**config.mk**
```make
export PLATFORM = sky130hd
export DESIGN_NAME = uart_rx
export DESIGN_NICKNAME = d
export VERILOG_FILES = /design/src/rtl/uart_pkg.sv /design/src/rtl/uart_rx_sampler.sv /design/src/rtl/uart_rx.sv
export SDC_FILE = /design/constraint.sdc
export NUM_CORES = 1
export LEC_CHECK = 0
export CAP_MARGIN = 20
export CORE_MARGIN = 10
export CORE_UTILIZATION = 58
export CTS_CLUSTER_DIAMETER = 200
export DETAILED_ROUTE_END_ITERATION = 8
export GPL_ROUTABILITY_DRIVEN = 0
export PLACE_DENSITY = 0.77
export RECOVER_POWER = 25
export SKIP_CTS_REPAIR_TIMING = 1
export SYNTH_ARGS = -nofsm -noshare
export SYNTH_HDL_FRONTEND = slang
export SYNTH_SLANG_ARGS = --single-unit
export TNS_END_PERCENT = 20
```
**constraint.sdc**
```tcl
create_clock -name CLK_UART -period 4.9 [get_ports CLK_UART]
set_input_delay 0.735 -clock CLK_UART [delete_from_list [all_inputs] [get_ports CLK_UART]]
set_output_delay 0.735 -clock CLK_UART [all_outputs]
set_load 0.05 [all_outputs]
```
**src/rtl/uart_pkg.sv**
```systemverilog
// Shared types and constants for the UART receiver: FSM states, legal prescale values, parity encodings.
package uart_pkg;

    typedef enum logic [2:0] {
        IDLE   = 3'd0,
        START  = 3'd1,
        DATA   = 3'd2,
        PARITY = 3'd3,
        STOP   = 3'd4
    } rx_state_t;

    localparam int unsigned PRESC_8  = 8;
    localparam int unsigned PRESC_16 = 16;
    localparam int unsigned PRESC_32 = 32;

    localparam logic PAR_EVEN = 1'b0;
    localparam logic PAR_ODD  = 1'b1;

endpackage

```
**src/rtl/uart_rx_sampler.sv**
```systemverilog
// Per-bit edge counter and 3-sample majority voter around the bit centre.
module uart_rx_sampler #(
    parameter int unsigned PRESC_WIDTH = 6
) (
    input  logic                   clk,
    input  logic                   rst,
    input  logic                   rx,
    input  logic [PRESC_WIDTH-1:0] prescale,
    input  logic                   cnt_en,
    input  logic                   cnt_clr,
    output logic                   bit_done_c,
    output logic                   sample_valid_c,
    output logic                   sampled_bit_c
);

    logic [PRESC_WIDTH-1:0] edge_cnt;
    logic [PRESC_WIDTH-1:0] half;
    logic [PRESC_WIDTH-1:0] last;
    logic                   s_early;
    logic                   s_mid;

    assign half = prescale >> 1;
    assign last = prescale - PRESC_WIDTH'(1);

    // Edge counter wraps at P-1; cleared whenever the frame ends
    always_ff @(posedge clk or posedge rst) begin
        if (rst) begin
            edge_cnt <= '0;
            s_early  <= 1'b1;
            s_mid    <= 1'b1;
        end else begin
            if (cnt_clr) begin
                edge_cnt <= '0;
            end else if (cnt_en) begin
                edge_cnt <= bit_done_c ? '0 : edge_cnt + PRESC_WIDTH'(1);
            end
            if (cnt_en && (edge_cnt == half - PRESC_WIDTH'(1))) begin
                s_early <= rx;
            end
            if (cnt_en && (edge_cnt == half)) begin
                s_mid <= rx;
            end
        end
    end

    assign bit_done_c     = cnt_en && (edge_cnt == last);
    assign sample_valid_c = cnt_en && (edge_cnt == half + PRESC_WIDTH'(1));
    // Third sample is the live line, so the vote resolves at edge P/2+1
    assign sampled_bit_c  = (s_early & s_mid) | (s_early & rx) | (s_mid & rx);

endmodule

```
**src/rtl/uart_rx.sv**
```systemverilog
// UART receiver: start/data/parity/stop FSM, shift register and error strobes.
// Define UART_RX_SYNC_EN to insert a 2-flop synchroniser on RX_IN_UART.
module uart_rx #(
    parameter int unsigned DATA_WIDTH  = 8,
    parameter int unsigned PRESC_WIDTH = 6
) (
    input  logic                   CLK_UART,
    input  logic                   RST_UART,
    input  logic                   RX_IN_UART,
    input  logic [PRESC_WIDTH-1:0] PRESCALE_UART,
    input  logic                   PAR_EN_UART,
    input  logic                   PAR_TYPE_UART,
    output logic [DATA_WIDTH-1:0]  P_DATA_UART,
    output logic                   DATA_VALID_UART,
    output logic                   PAR_ERR_UART,
    output logic                   STP_ERR_UART
);

    import uart_pkg::*;

    localparam int unsigned BIT_CNT_W = (DATA_WIDTH > 1) ? $clog2(DATA_WIDTH) : 1;

    rx_state_t              state;
    rx_state_t              state_nxt;
    logic                   rx;
    logic [PRESC_WIDTH-1:0] presc_q;
    logic [PRESC_WIDTH-1:0] presc_eff;
    logic                   par_en_q;
    logic                   par_type_q;
    logic [BIT_CNT_W-1:0]   bit_cnt;
    logic [DATA_WIDTH-1:0]  shift_reg;
    logic                   par_flag;
    logic                   par_exp;
    logic                   cnt_en;
    logic                   cnt_clr_c;
    logic                   bit_done_c;
    logic                   sample_valid_c;
    logic                   sampled_bit_c;
    logic                   frame_start_c;
    logic                   data_valid_c;
    logic                   par_err_c;
    logic                   stp_err_c;

`ifdef UART_RX_SYNC_EN
    logic [1:0] sync_q;

    // Idle-high synchroniser so reset never looks like a start bit
    always_ff @(posedge CLK_UART or posedge RST_UART) begin
        if (RST_UART) begin
            sync_q <= 2'b11;
        end else begin
            sync_q <= {sync_q[0], RX_IN_UART};
        end
    end

    assign rx = sync_q[1];
`else
    assign rx = RX_IN_UART;
`endif

    // Live prescale drives the start cycle, before it is latched
    assign presc_eff = (state == IDLE) ? PRESCALE_UART : presc_q;
    assign cnt_en    = (state != IDLE) || !rx;
    assign cnt_clr_c = (state != IDLE) && (state_nxt == IDLE);
    assign par_exp   = (par_type_q == PAR_ODD) ? ~^shift_reg : ^shift_reg;

    uart_rx_sampler #(
        .PRESC_WIDTH (PRESC_WIDTH)
    ) u_sampler (
        .clk            (CLK_UART),
        .rst            (RST_UART),
        .rx             (rx),
        .prescale       (presc_eff),
        .cnt_en         (cnt_en),
        .cnt_clr        (cnt_clr_c),
        .bit_done_c     (bit_done_c),
        .sample_valid_c (sample_valid_c),
        .sampled_bit_c  (sampled_bit_c)
    );

    always_ff @(posedge CLK_UART or posedge RST_UART) begin
        if (RST_UART) begin
            state <= IDLE;
        end else begin
            state <= state_nxt;
        end
    end

    always_comb begin
        state_nxt     = state;
        frame_start_c = 1'b0;
        data_valid_c  = 1'b0;
        par_err_c     = 1'b0;
        stp_err_c     = 1'b0;
        case (state)
            IDLE: begin
                if (!rx) begin
                    state_nxt     = START;
                    frame_start_c = 1'b1;
                end
            end
            START: begin
                if (sample_valid_c && sampled_bit_c) begin
                    state_nxt = IDLE;
                end else if (bit_done_c) begin
                    state_nxt = DATA;
                end
            end
            DATA: begin
                if (bit_done_c && (bit_cnt == BIT_CNT_W'(DATA_WIDTH - 1))) begin
                    state_nxt = par_en_q ? PARITY : STOP;
                end
            end
            PARITY: begin
                if (bit_done_c) begin
                    state_nxt = STOP;
                end
            end
            STOP: begin
                // Leave mid-stop-bit so a following start edge is not missed
                if (sample_valid_c) begin
                    state_nxt    = IDLE;
                    stp_err_c    = !sampled_bit_c;
                    par_err_c    = par_flag;
                    data_valid_c = sampled_bit_c && !par_flag;
                end
            end
            default: state_nxt = IDLE;
        endcase
    end

    // Frame configuration, bit counter, shift register and parity flag
    always_ff @(posedge CLK_UART or posedge RST_UART) begin
        if (RST_UART) begin
            presc_q    <= PRESC_WIDTH'(PRESC_8);
            par_en_q   <= 1'b0;
            par_type_q <= PAR_EVEN;
            bit_cnt    <= '0;
            shift_reg  <= '0;
            par_flag   <= 1'b0;
        end else begin
            if (frame_start_c) begin
                presc_q    <= PRESCALE_UART;
                par_en_q   <= PAR_EN_UART;
                par_type_q <= PAR_TYPE_UART;
                bit_cnt    <= '0;
                par_flag   <= 1'b0;
            end
            if ((state == DATA) && sample_valid_c) begin
                shift_reg <= {sampled_bit_c, shift_reg[DATA_WIDTH-1:1]};
            end
            if ((state == DATA) && bit_done_c) begin
                bit_cnt <= bit_cnt + BIT_CNT_W'(1);
            end
            if ((state == PARITY) && sample_valid_c) begin
                par_flag <= sampled_bit_c ^ par_exp;
            end
        end
    end

    always_ff @(posedge CLK_UART or posedge RST_UART) begin
        if (RST_UART) begin
            P_DATA_UART     <= '0;
            DATA_VALID_UART <= 1'b0;
            PAR_ERR_UART    <= 1'b0;
            STP_ERR_UART    <= 1'b0;
        end else begin
            DATA_VALID_UART <= data_valid_c;
            PAR_ERR_UART    <= par_err_c;
            STP_ERR_UART    <= stp_err_c;
            if (data_valid_c) begin
                P_DATA_UART <= shift_reg;
            end
        end
    end

endmodule

```
==> impl_metrics.py <==
metrics = {
    "status": {
        "status": "finished, violations left",
        "violations": "capacitance limit, slew limit",
    },
    "yosys": {
        "synth-xor-area-share_pct": 10.0,
        "synth_compound_area_share_pct": 10.8,
        "synth_largest_area_cell": "dfrtp_1",
        "yosysUniqueCellTypes": 55,
        "synthMuxAreaShare_pct": 9.60,
        "avgSynthCellArea_um2": 9.52,
        "yosysWarnings": 0,
        "synth.yosys.seq_area_share_pct": 40.3,
        "synthArstFlopShare_pct": 100,
        "synthFlopType": "dfrtp_1",
        "synth_edf_count": 0,
        "synthAdderAreaFrac_pct": 2.39,
        "syn_area_um2": 2620,
        "syn_inst": 275,
        "syn_nets": 291,
        "synth-seq-cells": 42,
        "synth_area_leaders": "dfrtp_1, mux2_2, xnor2_1",
        "netlist.area_leader.share_pct": 37.3,
        "synth_top_family_by_area": "simple AND/OR/NAND/NOR gates",
        "synth-simple-area-share_pct": 22.6,
    },
    "clocking": {
        "cts_sinks": 42,
        "clock_latency_ps": 300,
        "cts_tree": "yes",
        "clkSlewWorstSetupHoldPaths_ps": 80,
        "clockBufferDepth": 2,
        "cts_buffers": 5,
        "cts-root-buf": "clkbuf_8",
        "h-tree-depth": 2,
    },
    "layout": {
        "num_antenna_cells": 0,
        "layout-drive-gt1-share_pct": 15.0,
        "fin_nets": 309,
        "utilization_pct": 68.9,
        "area_delta_synth_final_pct": 14.6,
        "final_cell_mix": "dfrtp_1, nand2_1, xnor2_1, clkdlybuf4s50_1, mux2_2",
        "mostFrequentLayoutCell": "dfrtp_1",
    },
    "global_route": {
        "track_usage_pct": 15.4,
        "grt_overflow": 0,
        "grt_pass1_vias": 1989,
        "grt_pass1_wl_um": 9530,
        "antenna_found_initial": 0,
        "grt_max_degree": 43,
    },
    "timing": {
        "rsz0062_at_grt": "false",
        "worst_pin_slew_ps": 2180,
        "min_period_over_period_pct": 85.8,
        "finalCriticalPeriod_ps": 4200,
        "setup_viol": 0,
        "slew_viol_final": 43,
        "slew_headroom_pct": -45.4,
        "hold_viol_final": 0,
        "setup_tns_ps": 0,
        "fmax_mhz": 238,
        "whs_ps": 503,
        "skew_ps": 5.18,
    },
    "route": {
        "wl_per_cell_um": 15.9,
        "drtIter0Drc": 154,
        "drc": 0,
        "vias": 2032,
        "routed_wl_um": 5520,
        "via_per_inst": 5.87,
        "final_antenna_net_count": 0,
        "firstDrtPassIters": 4,
    },
    "placement": {
        "hpwl_um": 4000,
        "numPortBuffers": 21,
    },
    "critical_path": {
        "end_kind": "flop",
        "critPathArrivalTime_ps": 4390,
        "worstSetupPathType": "in2reg",
        "start_kind": "input pin",
        "required_ps": 5080,
        "critical_path.max_fanout": 9,
        "r2r_setup_slack_ps": 940,
    },
    "power": {
        "leakagePower_nw": 1.29,
        "p_per_area_nw_per_um2": 550,
        "peakVddDrop_mv": 0.253,
    },
    "floorplanning": {
        "die-area_um2": 7600,
        "die_y_um": 87.2,
        "initial_core_util_pct": 60.1,
        "core_area_um2": 4350,
        "std_cell_rows": 24,
        "pin_count": 22,
        "die_x_um": 87.2,
    },
    "min_path": {
        "hp-class": "reg2reg",
    },
    "run": {
        "cap_viol_max_count": 1,
    },
}
-- worst max-delay path, cell delays in order --
cell and delay, ps:
clkdlybuf4s50_1 480, or4b_2 610, and2_1 220, inv_1 110, ha_1 240, xor2_1 180
a211oi_1 190, a21oi_1 90, a221oi_2 370, nand3_4 190, nor4_4 420, buf_4 220
mux2_2 330
-- worst paths after layout --
check	from	to	cells past startpoint
worst max-delay path	PRESCALE_UART[1]	P_DATA_UART[5]	13
worst min-delay path	par_en_q	par_en_q	2
worst max register to register	state[1]	P_DATA_UART[5]	12
worst min register to register	par_en_q	par_en_q	2
max in group asynchronous	RST_UART	par_en_q	3
min in group asynchronous	RST_UART	shift_reg[1]	3
-- cell usage after synthesis (all sizes together), types with 2 or more instances --
library cell   n
xor2          10
o21ai         10
o22ai          2
xnor2         20
o31ai          3
nand4          5
inv           10
mux2i          6
ha             5
mux2          17
buf            2
nor2          14
o211ai         3
nand3         11
nand2         35
a21oi          4
dfstp          3
and3           3
nand2b         3
or4b           3
or4            3
clkbuf        14
nor3          16
nor4           4
and2           3
or3            5
dfrtp         39
or2            2
a21o           3
-- kinds of logic (layout without fill, tap and decap cells) --
logic type      after synthesis  count (layout)
xor+xnor                     30              30
mux                          23              23
flops                        42              42
fa+ha+maj                     5               5
compound gates               40              40
simple gates                109             109
buf+inv                      26              45
-- report_power, final --
part           internal [mW]  switching, mW
clock                  0.204          0.125
sequential             0.428          0.139
combinational          0.345          0.408
total                  0.978          0.672
-- layout make-up --
type / count / area (um2)
multi-input cells: 207 / 1450
fillers: 347 / 1350
flip-flops and latches: 42 / 1050
repair buffers: 27 / 251
clock buffers: 5 / 68.8
clock inverters: 3 / 68.8
well taps: 52 / 65.1
inverters: 10 / 37.5
-- per-layer routing --
| layer | GRT usage [%] | up-vias | share of wire [%] | wire, um |
|---|---|---|---|---|
| met5 | 0 | - | 0 | 0 |
| met4 | 3.77 | 0 | 0.83 | 46 |
| met3 | 4.21 | 4 | 3.9 | 213 |
| met2 | 24.7 | 23 | 49 | 2680 |
| met1 | 20.0 | 997 | 47 | 2580 |
| li1 | - | 1008 | - | - |
-- stage by stage --
stage	setup slack, ps	cells	area [um2]	power, mW
final	698	346	3000	1.65
after global routing	498	346	3000	1.78
after detailed placement	384	338	2870	1.32
after CTS	689	346	3000	1.65
after global placement	498	338	2870	1.30
after floorplan	1110	275	2620	1.18
Power figures use the tool's default switching activity.
